## src/rtl/led_step_sequencer.sv

```systemverilog
// LED step sequencer: edge-detects a divided-clock level into step ticks and walks an LED pattern.
// Optional macro LED_SEQ_INPUT_SYNC_EN adds a 2-flop synchroniser on div_clk_in.
module led_step_sequencer #(
    parameter int NUM_LEDS   = 8,
    parameter int BOTH_EDGES = 0,
    parameter int STEP_W     = 8
) (
    input  logic                clk,
    input  logic                rst,
    input  logic                div_clk_in,
    input  logic                start_i,
    input  logic                pause_i,
    input  logic                stop_i,
    input  logic [1:0]          mode_i,
    output logic                tick_o,
    output logic [NUM_LEDS-1:0] leds_o,
    output logic                busy_o,
    output logic [STEP_W-1:0]   step_cnt_o,
    output logic [1:0]          o_dbg_state
);

    typedef enum logic [1:0] {
        IDLE  = 2'd0,
        RUN   = 2'd1,
        PAUSE = 2'd2
    } state_t;

    state_t                r_state;
    logic                  r_prev;
    logic                  r_tick;
    logic [NUM_LEDS-1:0]   r_leds;
    logic                  r_busy;
    logic [STEP_W-1:0]     r_step_cnt;
    logic                  r_dir_right;

    logic                  w_din;
    logic                  w_edge;
    logic [NUM_LEDS-1:0]   w_step_leds;
    logic                  w_step_dir;
    logic [NUM_LEDS-1:0]   w_bounce;

`ifdef LED_SEQ_INPUT_SYNC_EN
    logic r_sync1;
    logic r_sync2;

    always_ff @(posedge clk) begin
        if (rst) begin
            r_sync1 <= 1'b0;
            r_sync2 <= 1'b0;
        end else begin
            r_sync1 <= div_clk_in;
            r_sync2 <= r_sync1;
        end
    end

    assign w_din = r_sync2;
`else
    assign w_din = div_clk_in;
`endif

    assign w_edge = (BOTH_EDGES != 0) ? (w_din ^ r_prev) : (w_din & ~r_prev);

    // Next pattern for one step; bounce never wraps, and an emptied pattern restarts at bit0.
    always_comb begin
        w_step_leds = r_leds;
        w_step_dir  = r_dir_right;
        w_bounce    = r_dir_right ? (r_leds >> 1) : (r_leds << 1);
        if (w_bounce == '0) begin
            w_bounce = NUM_LEDS'(1);
        end
        case (mode_i)
            2'b00: w_step_leds = {r_leds[NUM_LEDS-2:0], r_leds[NUM_LEDS-1]};
            2'b01: w_step_leds = {r_leds[0], r_leds[NUM_LEDS-1:1]};
            2'b10: begin
                w_step_leds = w_bounce;
                if (w_bounce[NUM_LEDS-1]) begin
                    w_step_dir = 1'b1;
                end else if (w_bounce[0]) begin
                    w_step_dir = 1'b0;
                end
            end
            default: w_step_leds = (r_leds == '0) ? '1 : '0;
        endcase
    end

    always_ff @(posedge clk) begin
        if (rst) begin
            r_state     <= IDLE;
            r_prev      <= 1'b0;
            r_tick      <= 1'b0;
            r_leds      <= '0;
            r_busy      <= 1'b0;
            r_step_cnt  <= '0;
            r_dir_right <= 1'b0;
        end else begin
            r_prev <= w_din;
            r_tick <= w_edge;
            if (stop_i) begin
                r_state <= IDLE;
                r_leds  <= '0;
                r_busy  <= 1'b0;
            end else begin
                case (r_state)
                    IDLE: begin
                        r_leds <= '0;
                        if (start_i) begin
                            r_state     <= RUN;
                            r_leds      <= NUM_LEDS'(1);
                            r_step_cnt  <= '0;
                            r_dir_right <= 1'b0;
                            r_busy      <= 1'b1;
                        end
                    end
                    RUN: begin
                        // start_i outranks pause_i, so both together keep running.
                        if (pause_i && !start_i) begin
                            r_state <= PAUSE;
                        end
                        if (r_tick) begin
                            r_leds      <= w_step_leds;
                            r_dir_right <= w_step_dir;
                            r_step_cnt  <= r_step_cnt + STEP_W'(1);
                        end
                    end
                    PAUSE: begin
                        if (start_i) begin
                            r_state <= RUN;
                        end
                    end
                    default: begin
                        r_state <= IDLE;
                        r_leds  <= '0;
                        r_busy  <= 1'b0;
                    end
                endcase
            end
        end
    end

    assign tick_o      = r_tick;
    assign leds_o      = r_leds;
    assign busy_o      = r_busy;
    assign step_cnt_o  = r_step_cnt;
    assign o_dbg_state = r_state;

endmodule

```

## config.mk

```make
export PLATFORM = sky130hd
export DESIGN_NAME = led_step_sequencer
export DESIGN_NICKNAME = d
export VERILOG_FILES = /design/src/rtl/led_step_sequencer.sv
export SDC_FILE = /design/constraint.sdc
export NUM_CORES = 1
export LEC_CHECK = 0
export ABC_AREA = 1
export CORE_MARGIN = 2
export CORE_UTILIZATION = 30
export DETAILED_ROUTE_END_ITERATION = 10
export MAX_ROUTING_LAYER = met4
export PLACE_DENSITY = 0.6
export SLEW_MARGIN = 30
export SYNTH_ARGS = -nofsm -noshare
export SYNTH_HDL_FRONTEND = slang
export SYNTH_SLANG_ARGS = --single-unit
```

## constraint.sdc

```tcl
create_clock -name clk -period 2.2 [get_ports clk]
set_input_delay 0.44 -clock clk [delete_from_list [all_inputs] [get_ports clk]]
set_output_delay 0.44 -clock clk [all_outputs]
set_load 0.05 [all_outputs]
```

==> flow_metrics.py <==
metrics = {
    "outcome": {
        "status": "finished, final reports clean",
    },
    "synth": {
        "synth_top_family_by_area": "simple AND/OR/NAND/NOR gates",
        "ys_seq_elements": 22,
        "synth-edff-count": 0,
        "ys_types": 28,
        "yosys.area_share.xor_xnor_pct": 0,
        "syn_inst": 194,
        "synth_area_um2": 1310,
        "ys_seq_area_share_pct": 33.62,
        "synthAdderAreaFrac_pct": 4.776,
        "yosysTopAreaCell": "dfxtp_1",
        "synthMuxAreaShare_pct": 0,
        "synth_compound_area_share_pct": 19.96,
        "ys_top_cells_by_area": "dfxtp_1, nand2_1, a21oi_1",
        "synth_top_area_share_pct": 33.62,
        "synth_nets": 207,
        "yosysWarnings": 0,
        "yosys.area_share.simple_pct": 34.48,
        "synthArstFlopShare_pct": 0,
        "ys.flop_type": "dfxtp_1",
        "postSynthAreaPerCell_um2": 6.753,
    },
    "worst_setup_path": {
        "path_delay_family": "buffers and inverters",
        "slowest_delay_ps": 860,
        "end_kind": "output port",
        "cp_slowest_cell": "clkdlybuf4s50_1",
        "cp.required_ps": 1760,
        "startpoint_type": "register",
        "cp_num_buf_inv": 1,
        "worstSetupPathType": "register to output port",
        "crit_chain": "clkdlybuf4s50_1",
        "critPathMaxFanout": 8,
        "cp.arrival_ps": 1590,
    },
    "clock_network": {
        "cts_tree": "done",
        "cts.sinks": 22,
        "holdBufCountCts": 0,
        "root_buffer": "clkbuf_8",
        "clk_transition_reported_paths_ps": 90,
        "ctsResizeCount": 0,
        "cts_htree_levels": 1,
        "cts_max_path_buffers": 2,
        "post_cts_buffers": 0,
        "cts_buffers": 3,
        "clkLatencyLatePin_ps": 260,
    },
    "sta": {
        "final_hold_viol_count": 0,
        "setup_viol": 0,
        "relSlewSlack_pct": 65.90,
        "worst_pin_slew_ps": 510.0,
        "fmax_mhz": 492.1,
        "worst_clock_skew_ps": 9.102,
        "fin_crit_sh_pct": 92.37,
        "rsz0062_at_grt": "no",
        "period_minus_slack_ps": 2032,
        "setup_tns_ps": 0,
        "maxSlewViolCount": 0,
    },
    "layout": {
        "drive_above_1_share_pct": 8.734,
        "final_common_cell": "nand2_1",
        "syn2layout_area_growth_pct": 33.33,
        "final_util_pct": 40.68,
        "final_cell_mix": "nand2_1, clkdlybuf4s50_1, dfxtp_1",
        "nFillCells": 466,
        "diodes": 0,
        "final_cell_area_um2": 1747,
        "final_nets": 243,
    },
    "global_routing": {
        "grt_overflow_total": 0,
        "grt_util_all_layers_pct": 13.50,
        "grt_pass1_vias": 1185,
        "grt_max_degree": 14,
        "antenna_found_initial": 0,
        "grt_pass1_wl_um": 5319,
    },
    "place": {
        "dp_hpwl_um": 2369,
        "placed_cell_area_um2": 1675,
        "gp_congestion": 0.8318,
        "io_buffers": 27,
    },
    "power": {
        "max-vdd-ir-drop_mv": 0.3417,
        "p_leak_uw": 0.0006990,
        "power_uw": 996.6,
        "p_per_area_nw_per_um2": 570.6,
    },
    "drt": {
        "wl_per_cell_um": 10.92,
        "dr.first_iter.drc_count": 112,
        "drc": 0,
        "vias_per_cell": 4.737,
        "finalWirelength_um": 3069,
        "drtPass1Iterations": 4,
        "via_count": 1331,
        "antenna_left": 0,
    },
    "floorplan": {
        "die-area_um2": 4911,
        "io_pins": 28,
        "core_region_area_um2": 4294,
        "initial_core_util_pct": 30.51,
        "die_w_um": 70.08,
        "num_rows": 24,
        "die_height_um": 70.08,
    },
    "hold_path": {
        "worst_hold_path_type": "register to register",
    },
    "job": {
        "cap_violations": 0,
    },
}
## worst paths after layout
check                      start         to  slack, ps  depth (start not counted)
hold / removal            r_prev     tick_o        390                          1
setup / recovery       leds_o[4]  leds_o[4]        170                          1
hold reg to reg           r_prev     tick_o        390                          1
setup reg to reg  o_dbg_state[1]  leds_o[2]        320                          7
## through the flow
stage | setup slack (ps) | hold slack, ps | cells
5_1_grt | 103.0 | 426.3 | 281
6_report | 167.9 | 393.4 | 281
3_5_place_dp | 237.5 | 382.0 | 277
4_1_cts | 171.3 | 395.1 | 281
3_3_place_gp | 266.3 | 376.6 | 277
2_1_floorplan | 184.9 | 372.8 | 194
## final cells by class
| class | count | area (µm²) | area share [%] |
|---|---|---|---|
| Multi-Input combinational cell | 148 | 775.7 | 44.41 |
| Inverter | 23 | 86.33 | 4.943 |
| Clock inverter | 1 | 30.03 | 1.719 |
| Clock buffer | 3 | 41.29 | 2.364 |
| Sequential cell | 22 | 440.4 | 25.21 |
| Tap cell | 52 | 65.06 | 3.725 |
| Timing Repair Buffer | 32 | 307.8 | 17.62 |
## synth_stat cells, drive strengths merged (2+ instances only)
cell type and number:
a211oi 2, a21oi 21, a22oi 5, dfxtp 22
ha 5, inv 22, nand2 60, nand3 13
nor2 22, nor3 3, o21ai 10
## logic make-up after synthesis
family / after synthesis
compound gates: 42
simple gates: 101
buf+inv: 24
flops: 22
fa+ha+maj: 5
## power by group
part           total [µW]  internal, µW  switching [µW]  leakage [µW]
Combinational         196          69.4             126      0.000485
Sequential            425           410            15.0      0.000179
Clock                 376           243             133     0.0000357
Total                 997           722             275      0.000699
## flip-flops by register name, indices dropped and copies added (netlist names)
signal / flops
leds_o: 8
busy_o: 1
tick_o: 1
o_dbg_state: 2
step_cnt_o: 8
r_dir_right: 1
r_prev: 1
## per-layer routing
metal / share of wire (%) / global-route usage, %
met1: 49 / 18.06
met3: 3.0 / 3.030
met5: 0 / -
met4: 0.94 / 3.846
met2: 47 / 20.53
(Power assumes the default switching activity.)
